[config.mk]
export PLATFORM = sky130hd
export DESIGN_NAME = rom_search_ctrl
export DESIGN_NICKNAME = d
export VERILOG_FILES = /design/src/rtl/rom_search_ctrl.sv
export SDC_FILE = /design/constraint.sdc
export NUM_CORES = 1
export LEC_CHECK = 0
export CAP_MARGIN = 15
export CORE_ASPECT_RATIO = 1.75
export CORE_MARGIN = 8
export CORE_UTILIZATION = 65
export CTS_BUF_LIST = sky130_fd_sc_hd__clkbuf_8
export DETAILED_ROUTE_END_ITERATION = 16
export DONT_BUFFER_PORTS = 1
export GPL_TIMING_DRIVEN = 0
export PLACE_DENSITY = 0.82
export SETUP_SLACK_MARGIN = 0.15
export SLEW_MARGIN = 20
export SYNTH_ARGS = -nofsm -noshare
export SYNTH_HDL_FRONTEND = slang
export SYNTH_SLANG_ARGS = --single-unit
export TNS_END_PERCENT = 20
[constraint.sdc]
create_clock -name clk -period 5.07 [get_ports clk]
set_input_delay 0 -clock clk [delete_from_list [all_inputs] [get_ports clk]]
set_output_delay 0 -clock clk [all_outputs]
set_load 0.1 [all_outputs]
[src/rtl/rom_search_ctrl.sv]
// rom_search_ctrl
//   Binary-search sequencer for a sorted, combinational lookup ROM. One search
//   runs at a time. The block owns the ROM address bus and reports hit/miss, the
//   matching index (or the insertion point on a miss) and the number of probes.
//
// Ports
//   clk          system clock, all state changes on the rising edge
//   reset_n      synchronous active-low reset
//   start        search request, only looked at while idle
//   key          value to find, captured when start is accepted
//   rom_addr     registered ROM address
//   rom_data     combinational ROM read data for rom_addr
//   busy         high while a search is in progress
//   done         one-cycle pulse when found/index/probe_count are valid
//   found        1 when the key was present in the window
//   index        hit: matching address; miss: insertion point (0..LAST_ADDR+1)
//   probe_count  ROM probes used by the last search
module rom_search_ctrl #(
    parameter int ADDR_WIDTH = 12,
    parameter int DATA_WIDTH = 8,
    parameter int LAST_ADDR  = 4095
) (
    input  logic                  clk,
    input  logic                  reset_n,
    input  logic                  start,
    input  logic [DATA_WIDTH-1:0] key,
    output logic [ADDR_WIDTH-1:0] rom_addr,
    input  logic [DATA_WIDTH-1:0] rom_data,
    output logic                  busy,
    output logic                  done,
    output logic                  found,
    output logic [ADDR_WIDTH:0]   index,
    output logic [4:0]            probe_count
);

    // lo/hi/mid carry one extra bit so a miss above the last entry can report
    // LAST_ADDR+1 as the insertion point without wrapping.
    localparam int                  PW     = ADDR_WIDTH + 1;
    localparam logic [ADDR_WIDTH:0] ZERO_W = {PW{1'b0}};
    localparam logic [ADDR_WIDTH:0] ONE_W  = {{ADDR_WIDTH{1'b0}}, 1'b1};
    localparam logic [ADDR_WIDTH:0] LAST_W = PW'(LAST_ADDR);

    typedef enum logic [1:0] {
        IDLE  = 2'd0,
        CALC  = 2'd1,
        PROBE = 2'd2,
        DONE  = 2'd3
    } state_t;

    state_t                  state_r;
    logic [ADDR_WIDTH:0]     lo_r;
    logic [ADDR_WIDTH:0]     hi_r;
    logic [ADDR_WIDTH:0]     mid_r;
    logic [DATA_WIDTH-1:0]   key_r;
    logic [ADDR_WIDTH:0]     mid_s;

    // Midpoint of the current window; lo <= hi always, so hi-lo never underflows.
    always_comb begin
        mid_s = ZERO_W;
        mid_s = lo_r + ((hi_r - lo_r) >> 1'b1);
    end

    // Search sequencer with registered outputs.
    always_ff @(posedge clk) begin
        if (!reset_n) begin
            state_r     <= IDLE;
            lo_r        <= ZERO_W;
            hi_r        <= ZERO_W;
            mid_r       <= ZERO_W;
            key_r       <= {DATA_WIDTH{1'b0}};
            rom_addr    <= {ADDR_WIDTH{1'b0}};
            busy        <= 1'b0;
            done        <= 1'b0;
            found       <= 1'b0;
            index       <= ZERO_W;
            probe_count <= 5'd0;
        end else begin
            case (state_r)
                IDLE: begin
                    done <= 1'b0;
                    if (start) begin
                        key_r       <= key;
                        lo_r        <= ZERO_W;
                        hi_r        <= LAST_W;
                        probe_count <= 5'd0;
                        busy        <= 1'b1;
                        state_r     <= CALC;
                    end else begin
                        state_r <= IDLE;
                    end
                end
                CALC: begin
                    // rom_addr only moves here, so PROBE sees settled ROM data.
                    mid_r       <= mid_s;
                    rom_addr    <= mid_s[ADDR_WIDTH-1:0];
                    probe_count <= probe_count + 5'd1;
                    state_r     <= PROBE;
                end
                PROBE: begin
                    if (rom_data == key_r) begin
                        found   <= 1'b1;
                        index   <= mid_r;
                        busy    <= 1'b0;
                        done    <= 1'b1;
                        state_r <= DONE;
                    end else if (rom_data < key_r) begin
                        // Window exhausted on the upper side: key belongs just above mid.
                        if (mid_r == hi_r) begin
                            found   <= 1'b0;
                            index   <= mid_r + ONE_W;
                            busy    <= 1'b0;
                            done    <= 1'b1;
                            state_r <= DONE;
                        end else begin
                            lo_r    <= mid_r + ONE_W;
                            state_r <= CALC;
                        end
                    end else begin
                        // Window exhausted on the lower side: key belongs at lo.
                        if (mid_r == lo_r) begin
                            found   <= 1'b0;
                            index   <= lo_r;
                            busy    <= 1'b0;
                            done    <= 1'b1;
                            state_r <= DONE;
                        end else begin
                            hi_r    <= mid_r - ONE_W;
                            state_r <= CALC;
                        end
                    end
                end
                DONE: begin
                    // start is deliberately ignored here; it is accepted next cycle.
                    done    <= 1'b0;
                    busy    <= 1'b0;
                    state_r <= IDLE;
                end
                default: begin
                    busy    <= 1'b0;
                    done    <= 1'b0;
                    state_r <= IDLE;
                end
            endcase
        end
    end

endmodule

==> flow_metrics.tcl <==
set metrics [dict create \
    dieArea_sq_um 11300 \
    setup_viol 0 \
    reg2reg_depth 18 \
    crit_fanout 5 \
    violations "negative hold slack" \
    synth_async_sr_flop_share_pct 0 \
    fmax_ghz 0.255 \
    numPortBuffers 0 \
    maxSlewViolCount 0 \
    clkLatencyLatePin_ps 370 \
    holdWs_ps -0.443 \
    root_buffer "clkbuf_8" \
    synth_top_cell_area_share_pct 26.9 \
    endpoint_kind "flip-flop" \
    p_leak_nw 2.35 \
    synth_nets 697 \
    crit_chain "nand2b_1 -> inv_1 -> fa_1 -> nor2b_1 -> o21ai_1 -> nand2b_1 -> a31oi_1 -> a21oi_1 -> a31oi_1 -> xnor2_1 -> ha_1 -> a21o_1 -> a21oi_1 -> nor2_1 -> a311oi_1 -> xnor2_1 -> mux2i_1 -> nor2_1" \
    slowest_stage "a311oi_1" \
    synth_ff_type "dfxtp_1" \
    path_clk_slew_ps 80 \
    fin_setup_tns_ps 0 \
    fin_area_sq_um 5640 \
    cp.arrival_ps 4160 \
    critical_path_required_ps 5300 \
    period_share_pct 77.5 \
    wl_mm 16.7 \
    postRouteAntennaNets 0 \
    rows 43 \
    drive_gt1_share_pct 9.50 \
    synth_most_common_cell "dfxtp_1" \
    synth_area_leader_cell "dfxtp_1" \
    grt_pass1_wl_mm 25.7 \
    final_nets 718 \
    tightest_slew_ps 1070 \
    htree_levels 3 \
    critPathBufInv 1 \
    path_depth 18 \
    wl_per_cell_microns 22.2 \
    status "finished with violations" \
    ys_seq_area_share_pct 26.9 \
    synthTopCellsByCount "dfxtp_1 (70), nand2_1 (61), xnor2_1 (44)" \
    worstHoldPathCells 3 \
    cap_violations 0 \
    grt_pass1_vias 4941 \
    post_cts_buffers 0 \
    cts_sinks 70 \
    placedInstanceArea_sq_um 5330 \
    startpoint_type "flip-flop" \
    hold_viol_final 1 \
    dr.pass1.iters 5 \
    place_ws_ps 1190 \
    initial_core_util_pct 66.4 \
    grt_max_degree 13 \
    drt_iter0_drc 492 \
    max_slew_margin_pct 28.4 \
    grt_usage_pct 29.0 \
    remaining_drc_errors 0 \
    synthCells 637 \
    overflow 0 \
    layout_min_cycle_time_ps 3930 \
    hpwlAfterDp_mm 13.0 \
    cts_buffers 9 \
    skew_ps 5.70 \
    dieHeight_microns 134 \
    core_sq_um 7860 \
    path_class "flip-flop to flip-flop" \
    powerDensity_nw_per_um2 307 \
    antenna_found_initial 0 \
    netlist_area_sq_um 5210 \
    synth.distinct_cells 65 \
    die_width_microns 83.7 \
    antennaDiodeCount 0 \
    synth-edff-count 0 \
    max_stage_delay_ps 440 \
    syn_avg_cell_area_sq_um 8.18 \
    ir_drop_v 0.000169 \
    area_delta_synth_final_pct 8.09 \
    pin_count 52 \
    hp-class "input port to flip-flop" \
    place_congestion 0.979 \
    crit_family "compound AO/OA/AOI/OAI gates" \
    cts_tree "yes" \
    vias 4958 \
    cts_buffer_depth 2 \
    synth_seq_cells 70 \
    vias_per_cell 6.58 \
    synth_area_leaders "dfxtp_1 (27%), ha_1 (9.4%), xnor2_1 (7.4%), mux2i_1 (5.6%), nand2_1 (4.4%)" \
    rsz0062_at_grt "no" \
    fin_ws_ps 1140 \
    yosys_warnings 0 \
]
cell families after synthesis:
logic type	after synthesis	share of synthesized area [%]
adders and majority gates	41	10.1
AOI/OAI and AO/OA	138	19.1
xor gates and xnor gates	70	11.8
buffers and inverters	95	8.74
DFF	70	26.9
and+or+nand+nor	193	17.6
muxes	30	5.86
report_power, final:
| group | leakage, nW | total (mW) | switching (mW) | internal [mW] |
|---|---|---|---|---|
| combinational | 1.69 | 0.613 | 0.390 | 0.222 |
| clock | 0.0976 | 0.483 | 0.230 | 0.253 |
| sequential | 0.571 | 0.634 | 0.0567 | 0.577 |
state kept, by name (all words and copies together), names as in the netlist, 2 cells and up:
register	flops
hi_r	13
index	13
key_r	8
lo_r	13
mid_r	2
probe_count	5
rom_addr	11
state_r	2
layer usage:
metal	part of all wire [%]	vias to the layer above	GRT usage (%)
li1	-	2277	-
met1	34	2314	27.4
met2	50	256	51.7
met3	7.1	111	6.51
met4	8.5	0	24.8
met5	0	-	0
path summary, 6_finish.rpt:
| check | startpoint | endpoint | slack [ps] |
|---|---|---|---|
| worst min register to register | key_r[5] | key_r[5] | 460 |
| worst max-delay path | lo_r[0] | mid_r[12] | 1140 |
| worst max register to register | lo_r[0] | mid_r[12] | 1140 |
| worst min-delay path | start | key_r[3] | -0.4 |
repair_timing:
action / in CTS / in global routing
hold buffers: 10 / 0
gates resized for setup: 0 / 0
hold endpoints to repair: 8 / 0
tightest hold or removal path: stages:
cell and delay [ps]:
buf_2 170, nand3_1 100, a21oi_1 60
cells in the final DEF (no fill, tap or decap), types with 4 or more instances in the layout:
cell type and count:
xor2_1 26, inv_1 41, clkbuf_8 11, dlygate4sd3_1 10, o221ai_1 4, nand4_1 10
dfxtp_1 70, nand3_1 38, buf_2 12, nand2b_1 7, nor4_1 8, buf_4 14
nor3_1 13, nand2_1 61, o21ai_1 9, a211oi_1 5, ha_1 39, o31ai_1 6
a21oi_1 41, xnor2_1 44, buf_1 7, a21o_1 12, mux2i_1 29, o21ai_0 11
nor2_1 34, a311oi_2 5, clkbuf_1 16, buf_6 4, a31oi_1 5, o221a_1 7
and3_1 4
area by class of cell:
type,count,area [sq um]
inverters,41,154
well taps,90,113
fillers,677,2220
repair buffers,10,100
clock buffers,11,151
flip-flops and latches,70,1400
plain buffers,54,302
multi-input cells,472,3360
clock inverters,5,57.6
per-stage QoR:
| step | total power, mW | instances | utilization [%] |
|---|---|---|---|
| after floorplan | 1.11 | 637 | - |
| after global placement | 1.22 | 727 | 67.8 |
| after detailed placement | 1.24 | 727 | 67.8 |
| after CTS | 1.72 | 753 | 71.7 |
| after global routing | 1.80 | 753 | 71.7 |
| final | 1.73 | 753 | 71.7 |
(Power assumes the default switching activity.)
